File: config.mk
export PLATFORM = sky130hd
export DESIGN_NAME = fact_accel_flat
export DESIGN_NICKNAME = d
export VERILOG_FILES = /design/src/rtl/fact_accel_if.sv /design/src/rtl/fact_accel.sv /design/src/flat_wrapper.sv
export SDC_FILE = /design/constraint.sdc
export NUM_CORES = 1
export LEC_CHECK = 0
export BUFFER_PORTS_ARGS = -buffer_cell sky130_fd_sc_hd__buf_2
export CAP_MARGIN = 20
export CORE_MARGIN = 2
export CORE_UTILIZATION = 65
export DETAILED_ROUTE_END_ITERATION = 10
export PLACE_DENSITY_LB_ADDON = 0.08
export SLEW_MARGIN = 20
export SYNTH_ARGS = -nofsm -noshare
export SYNTH_HDL_FRONTEND = slang
export SYNTH_SLANG_ARGS = --single-unit
File: constraint.sdc
create_clock -name clk -period 7.3 [get_ports clk]
set_input_delay 0.365 -clock clk [delete_from_list [all_inputs] [get_ports clk]]
set_output_delay 0.365 -clock clk [all_outputs]
set_load 0.05 [all_outputs]
File: src/rtl/fact_accel_if.sv
// Bus bundle between the core's address decode and the factorial accelerator.
// master = core side, slave = accelerator side.
interface fact_accel_if #(
  parameter int DATA_WIDTH = 32
);
  logic                  we;
  logic [1:0]            a;
  logic [DATA_WIDTH-1:0] wd;
  logic [DATA_WIDTH-1:0] rd;
  logic                  busy;
  logic                  done;

  modport master (output we, a, wd, input rd, busy, done);
  modport slave  (input we, a, wd, output rd, busy, done);
endinterface

File: src/rtl/fact_accel.sv
// Memory-mapped iterative factorial accelerator, one multiply per clock.
// Optional overflow rejection of N > MAX_N is enabled by defining FACT_OVF_CHECK_EN.
module fact_accel #(
  parameter int N_WIDTH    = 4,
  parameter int DATA_WIDTH = 32,
  parameter int MAX_N      = 12
) (
  input  logic        clk,
  input  logic        rst,
  fact_accel_if.slave bus
);

  typedef enum logic {IDLE, MULT} state_t;

  state_t                        r_state;
  state_t                        w_stateNext;
  logic [N_WIDTH-1:0]            r_nReg;
  logic [N_WIDTH-1:0]            r_cnt;
  logic [DATA_WIDTH-1:0]         r_prod;
  logic [DATA_WIDTH-1:0]         r_result;
  logic                          r_done;
  logic                          w_err;
  logic                          w_busy;
  logic                          w_goAccept;
  logic                          w_ovf;
  logic                          w_finish;
  logic                          w_unusedBits;
  logic [DATA_WIDTH+N_WIDTH-1:0] w_fullProd;

  assign w_busy     = (r_state == MULT);
  assign w_goAccept = bus.we && (bus.a == 2'd1) && bus.wd[0] && (r_state == IDLE);
  assign w_finish   = w_busy && (r_cnt <= N_WIDTH'(1));
  assign w_fullProd = {{N_WIDTH{1'b0}}, r_prod} * {{DATA_WIDTH{1'b0}}, r_cnt};

  // Only the low operand bits and the GO bit of write data carry meaning.
  assign w_unusedBits = (^bus.wd[DATA_WIDTH-1:N_WIDTH]) ^ (MAX_N != 0);

`ifdef FACT_OVF_CHECK_EN
  logic r_err;

  assign w_ovf = (int'(r_nReg) > MAX_N);
  assign w_err = r_err;

  always_ff @(posedge clk or negedge rst) begin
    if (!rst) begin
      r_err <= 1'b0;
    end else if (w_goAccept) begin
      r_err <= w_ovf;
    end
  end
`else
  assign w_ovf = 1'b0;
  assign w_err = 1'b0;
`endif

  always_ff @(posedge clk or negedge rst) begin
    if (!rst) begin
      r_state <= IDLE;
    end else begin
      r_state <= w_stateNext;
    end
  end

  always_comb begin
    w_stateNext = r_state;
    case (r_state)
      IDLE:    if (w_goAccept && !w_ovf) w_stateNext = MULT;
      MULT:    if (w_finish) w_stateNext = IDLE;
      default: w_stateNext = IDLE;
    endcase
  end

  // An overflowing GO completes on its own edge with a zero result and no multiply.
  always_ff @(posedge clk or negedge rst) begin
    if (!rst) begin
      r_nReg   <= '0;
      r_cnt    <= '0;
      r_prod   <= '0;
      r_result <= '0;
      r_done   <= 1'b0;
    end else begin
      if (bus.we && (bus.a == 2'd0) && (r_state == IDLE)) begin
        r_nReg <= bus.wd[N_WIDTH-1:0];
      end
      if (w_goAccept) begin
        r_done <= w_ovf;
        if (w_ovf) begin
          r_result <= '0;
        end else begin
          r_cnt  <= r_nReg;
          r_prod <= DATA_WIDTH'(1);
        end
      end else if (w_busy) begin
        if (w_finish) begin
          r_result <= r_prod;
          r_done   <= 1'b1;
        end else begin
          r_prod <= w_fullProd[DATA_WIDTH-1:0];
          r_cnt  <= r_cnt - N_WIDTH'(1);
        end
      end
    end
  end

  always_comb begin
    bus.rd = '0;
    case (bus.a)
      2'd0: bus.rd = DATA_WIDTH'(r_nReg);
      2'd1: bus.rd[0] = w_busy;
      2'd2: bus.rd[2:0] = {w_err, w_busy, r_done};
      2'd3: bus.rd = r_result;
    endcase
  end

  assign bus.busy = w_busy;
  assign bus.done = r_done;

endmodule

File: src/flat_wrapper.sv
// flat-port wrapper written by rule: the top's interface ports become plain ports
module fact_accel_flat 
#(
  parameter int N_WIDTH    = 4,
  parameter int DATA_WIDTH = 32,
  parameter int MAX_N      = 12
)
  (clk, rst, bus_we, bus_a, bus_wd, bus_rd, bus_busy, bus_done);
  fact_accel_if #(.DATA_WIDTH(DATA_WIDTH)) bus_i ();
  input  logic clk;
  input  logic rst;
  input wire logic [$bits(bus_i.we)-1:0] bus_we;
  input wire logic [$bits(bus_i.a)-1:0] bus_a;
  input wire logic [$bits(bus_i.wd)-1:0] bus_wd;
  output wire logic [$bits(bus_i.rd)-1:0] bus_rd;
  output wire logic [$bits(bus_i.busy)-1:0] bus_busy;
  output wire logic [$bits(bus_i.done)-1:0] bus_done;
  assign bus_i.we = bus_we;
  assign bus_i.a = bus_a;
  assign bus_i.wd = bus_wd;
  assign bus_rd = bus_i.rd;
  assign bus_busy = bus_i.busy;
  assign bus_done = bus_i.done;
  fact_accel #(.N_WIDTH(N_WIDTH), .DATA_WIDTH(DATA_WIDTH), .MAX_N(MAX_N)) u_core (.clk(clk), .rst(rst), .bus(bus_i));
endmodule
# Word level (Yosys, flattened, before mapping)
# Cells that the tools add are included.
word_totals:
  mem_bits_ro: 0
  out_inout_bits: 34
  latchBits: 0
  in_bits: 37
  memories: 0
  wordCells: 42
  mem_bits_rw: 0
  reg_bits: 74
classes:
  div: 0
  order_cmp: 1
  eq_ne: 4
  mux: 15
  bitwise_logic: 2
  n_addsub: 1
  n_shift: 0
  n_reduce_logical: 12
  n_mul: 1
op_table:
  columns: ["operator", "n"]
  rows:
  - ["2-to-1 mux 32 bit", 3]
  - ["one-hot mux 29 bit (2 select lines)", 1]
  - ["multiplier 32 x 4 -> 32 bit", 1]
  - ["2-to-1 mux 4 bit", 3]
  - ["logical AND 1 bit", 6]
  - ["one-hot mux 2 bit (3 select lines)", 1]
  - ["2-to-1 mux 1 bit", 5]
  - ["== test 2 bit, second input constant", 2]
  - ["less-or-equal comparator 4 x 1 -> 1 bit, second input constant", 1]
  - ["one-hot mux 1 bit (4 select lines)", 1]
  - ["AND reduction 2 bit", 2]
  - ["nonzero test 2 bit", 2]
  - ["subtractor 4 x 1 -> 4 bit, second input constant", 1]
  - ["AND reduction 3 bit", 1]
  - ["== test 2 x 1 -> 1 bit, second input constant", 1]
  - ["zero test 2 bit", 1]
  - ["inequality test 2 x 1 -> 1 bit, second input constant", 1]
  - ["NOT 1 bit", 2]
  - ["one-hot mux 1 bit (2 select lines)", 1]

# Depth between registers and ports, before layout
depth:
  word_depth: 6
  ltp_mapped: 16
  mapped_depth_nobuf: 13

# Worst setup path after synthesis
# Ideal clock, no wire load.
synth_path:
  kind: "register to register"
  start: "register u_core.r_cnt[3]"
  end: "register u_core.r_prod[28]"
  slack_ns: 3.393
  n_path_buf: 2
  setup_time_ns: 0.128
  path_stages_with_launch: 16
  required_time_ns: 7.172
  period_less_slack_ns: 3.907
  arrival_time_ns: 3.779
  cell_sequence: "dfrtp_1 clkbuf_1 clkbuf_1 and2_1 fa_1 inv_1 fa_1 inv_1 ha_1 nand2_1 o21ai_1 a31oi_1 o211ai_1 a21oi_2 o31ai_1 mux2_1"
synth_between:
  elab_chain_len: 4
  elab_cells_between_ends: 8
  cone_classes: "mul: 1; order compare: 1; eq/ne: 1; mux: 3; reduce/logical: 2"
synth_lines:
  columns: ["item", "line", "rtl"]
  rows:
  - ["start: declaration", "fact_accel.sv:18", "logic [N_WIDTH-1:0] r_cnt;"]
  - ["start signal: assignment", "fact_accel.sv:90", "r_cnt <= r_nReg;"]
  - ["start signal: assignment", "fact_accel.sv:99", "r_cnt <= r_cnt - N_WIDTH'(1);"]
  - ["multiplier 32 x 4 -> 32 bit or less-or-equal comparator 4 x 1 -> 1 bit (tied branches)", "fact_accel.sv:33, fact_accel.sv:32", null]
  - ["2-to-1 mux 32 bit or logical AND 1 bit (tied branches)", "fact_accel.sv:94, fact_accel.sv:32", null]
  - ["2-to-1 mux 32 bit or inequality test 2 x 1 -> 1 bit (tied branches)", null, null]
  - ["2-to-1 mux 32 bit or AND reduction 2 bit (tied branches)", null, null]
  - ["end signal: assignment", "fact_accel.sv:98", "r_prod <= w_fullProd[DATA_WIDTH-1:0];"]
  - ["end: declaration", "fact_accel.sv:19", "logic [DATA_WIDTH-1:0] r_prod;"]
# Several ways; a longest one is shown, not always the timed one. The select of a mux whose other input is x is not followed.
# A chain may end at the register's enable or synchronous reset.

# Final worst setup path
# Same ends and word-level chain as after synthesis.

==> summary by stage <==
Run status
The run finished with clean final reports.

Layout
The count of non-filler cells in the finished layout is 983. The library cells used most frequently in the layout, excluding fill and tap cells, are sky130_fd_sc_hd__inv_1 (125), sky130_fd_sc_hd__and2_1 (116), sky130_fd_sc_hd__nand2_1 (81). The final antenna diode count is 0. The net count of the finished layout is 972. The commonest non-fill, non-tap cell in the layout is sky130_fd_sc_hd__inv_1. The synthesis-to-layout area growth is 7.54%. Measured on the finished design, the core utilization comes to 0.711. The share of post-route cells with drive strength above 1 is 0.130.

STA
The final setup slack of the worst path is 2620 ps. Setup repair after global routing left no endpoint under its margin. The final count of hold timing violations is 0. The setup clock skew after layout is 11.5 ps. The total of endpoints with negative setup slack in the final report is 0. The final setup TNS is 0 ps. Counting I/O delays and the setup requirement, the final critical path takes 4680 ps. Derived from the worst setup path, the maximum achievable clock frequency is 214 MHz. The final clock period utilization by the worst path is 0.641.

The final count of pins violating max slew was 0. In this run the tightest slew margin relative to its limit is 0.287. At the pin with the least slew margin, the transition time is 1070 ps.

Worst setup path
The critical path capture point type is a flip-flop. Data on the critical path arrives at its endpoint at 4940 ps. The kind of critical path is reg2reg.

The required time of the worst setup path is 7560 ps. Along the worst path, the maximum fanout reaches 31. The category of the worst setup path launch point is a flip-flop.

CTS
The number of clock sinks is 74. Clock tree synthesis selected as its root buffer the cell sky130_fd_sc_hd__clkbuf_8. The maximum level of the CTS H-tree is 3. The clock latency on the worst-skew pair is 370 ps.

TritonCTS built the clock tree. In this run, post-CTS repair resized a total of 0 instances. In this run, CTS created clock tree buffers numbering 9. The number of buffers on the longest clock path is 2. After clock tree synthesis, the clock-pin slew on the worst setup and hold paths is 90 ps.

Detailed routing
The routed wire length is 16.0 mm. The detailed-route DRC error count is 0. After detailed routing, the average wire length per cell comes to 16.2 um.

Dividing the detail-routed via count by the number of cells gives 5.75. The first-pass iteration count of the detailed router is 5. The detailed router's first-iteration violation count is 397. The detail route stage leaves a number of antenna-violating nets equal to 0. The total vias in the final route is 5,649.

Synth
During synthesis, Yosys emitted a total of 0 warnings. Dividing the synthesized area by the synthesized cell count gives 8.70 sq um. The synthesized design contains 0 enable-type register cells. Of all flip-flops after synthesis, the portion carrying an async set or reset was 1.00.

Of the post-synthesis cell area, the dominant cell type holds 0.261. The net count after synthesis is 949. The number of distinct library cells after synthesis is 54. The part of the Yosys area used for sequential elements is 0.261.

The synthesized design spends more area on one cell type than any other, namely sky130_fd_sc_hd__dfrtp_1. The instance count of the mapped netlist is 816. The register bit count reported by yosys is 74. By area the synthesized netlist is led by sky130_fd_sc_hd__dfrtp_1 (26%), sky130_fd_sc_hd__fa_1 (16%), sky130_fd_sc_hd__and2_1 (10%), sky130_fd_sc_hd__ha_1 (6.9%), sky130_fd_sc_hd__inv_1 (6.6%). The dominant synthesized flop cell is sky130_fd_sc_hd__dfrtp_1. The synthesized netlist occupies a cell area of 7100 sq um.

Global routing
The initial antenna violation count is 0. In the global route stage, overall resource usage came out at 0.296. For this run the aggregate overflow at the end of global routing stands at 0. The via count of the first global-routing pass is 5,750.

The first-pass GRT wire length is 27.2 mm. The largest net degree at the start of global routing is 69.

Floorplanning
The number of top-level pins is 71. The area inside the core boundary is 10,700 sq um. The initial standard-cell utilization of the core is 0.661. The die extent in x is 109 um. From bottom edge to top edge, the die measures 109 um. The floorplan has 38 rows.

The die covers 11,800 sq um.

Placed design
The count of input and output buffers is 42. After legalization and detailed placement, the total HPWL measured 11.2 mm. Before CTS, the worst setup slack after placement is 2680 ps. The cell count after placement is 967. The placer's final routability congestion estimate is 0.939.

Job
Max-cap violations in this run came to 0.

Worst hold path
The worst min-delay path category is in2reg.
## final cells by class
cell class	instances	area, sq um
Clock buffer	10	138
Clock inverter	5	86.3
Fill cell	864	3110
Inverter	125	469
Multi-Input combinational cell	580	4650
Sequential cell	74	1850
Tap cell	140	175
Timing Repair Buffer	49	268
## cell families after synthesis
| group | share of synthesized area |
|---|---|
| AOI/OAI and AO/OA | 0.117 |
| xor gates and xnor gates | 0.0345 |
| adders and majority gates | 0.229 |
| buffers and inverters | 0.0860 |
| DFF | 0.261 |
| muxes | 0.0629 |
| and+or+nand+nor | 0.210 |
## layer usage
layer,vias to the layer above,part of all wire,global-route usage
li1,2674,-,-
met1,2822,0.46,0.393
met2,129,0.49,0.494
met3,24,0.037,0.0422
met4,0,0.018,0.110
met5,-,0,0
## synth_stat cells, types with 7 or more instances
cell type,number
sky130_fd_sc_hd__and2_1,116
sky130_fd_sc_hd__a21oi_1,40
sky130_fd_sc_hd__ha_1,39
sky130_fd_sc_hd__nand2_1,81
sky130_fd_sc_hd__fa_1,57
sky130_fd_sc_hd__a21o_1,8
sky130_fd_sc_hd__o211ai_1,8
sky130_fd_sc_hd__nor2_1,26
sky130_fd_sc_hd__clkbuf_1,32
sky130_fd_sc_hd__mux2_2,36
sky130_fd_sc_hd__o31ai_1,7
sky130_fd_sc_hd__xnor2_1,16
sky130_fd_sc_hd__xor2_1,12
sky130_fd_sc_hd__o21ai_0,37
sky130_fd_sc_hd__inv_1,125
sky130_fd_sc_hd__dfrtp_1,74
sky130_fd_sc_hd__nand3_1,27
## worst max-delay path: stages, from the launching register on
cell and delay, ps:
sky130_fd_sc_hd__dfrtp_1 1050, sky130_fd_sc_hd__nand2_1 180, sky130_fd_sc_hd__fa_1 560, sky130_fd_sc_hd__fa_1 550, sky130_fd_sc_hd__inv_1 80, sky130_fd_sc_hd__fa_1 460
sky130_fd_sc_hd__a21o_2 220, sky130_fd_sc_hd__a221o_2 440, sky130_fd_sc_hd__nand4_1 130, sky130_fd_sc_hd__o211ai_1 220, sky130_fd_sc_hd__a21oi_2 250, sky130_fd_sc_hd__o31ai_1 120
sky130_fd_sc_hd__mux2_1 310
## per-stage QoR
stage,hold WS [ps],cell area [sq um]
after global placement,176,7390
after detailed placement,178,7390
after global routing,225,7640
after floorplan,69.4,7100
after CTS,208,7630
final,226,7640
## registers in the layout (all words and copies together), names as in the netlist
name / cells
u_core.bus.busy: 1
u_core.bus.done: 1
u_core.r_cnt: 4
u_core.r_nReg: 4
u_core.r_prod: 32
u_core.r_result: 32
## repair_timing
action | 4_1_cts | 5_1_grt
setup buffers | 0 | 0
setup endpoints to repair | 0 | 0
hold buffers | 1 | 0
hold endpoints to repair | 6 | 0
## worst paths after layout
check / endpoint / startpoint / slack (ps) / cells past startpoint
hold / removal: u_core.r_nReg[1]$_DFFE_PN0P_ / bus_wd[1] / 230 / 2
setup / recovery: u_core.r_prod[28]$_DFFE_PN0P_ / u_core.r_cnt[3]$_DFFE_PN0P_ / 2620 / 12
max in group asynchronous: u_core.r_prod[26]$_DFFE_PN0P_ / rst / 5890 / 3
setup reg to reg: u_core.r_prod[28]$_DFFE_PN0P_ / u_core.r_cnt[3]$_DFFE_PN0P_ / 2620 / 12
hold reg to reg: u_core.r_result[6]$_DFFE_PN0P_ / u_core.r_result[6]$_DFFE_PN0P_ / 500 / 1
min in group asynchronous: u_core.r_result[6]$_DFFE_PN0P_ / rst / 330 / 2
Power is not shown: default switching activity piles up to over one toggle a cycle in this logic, so the estimate is an artifact.
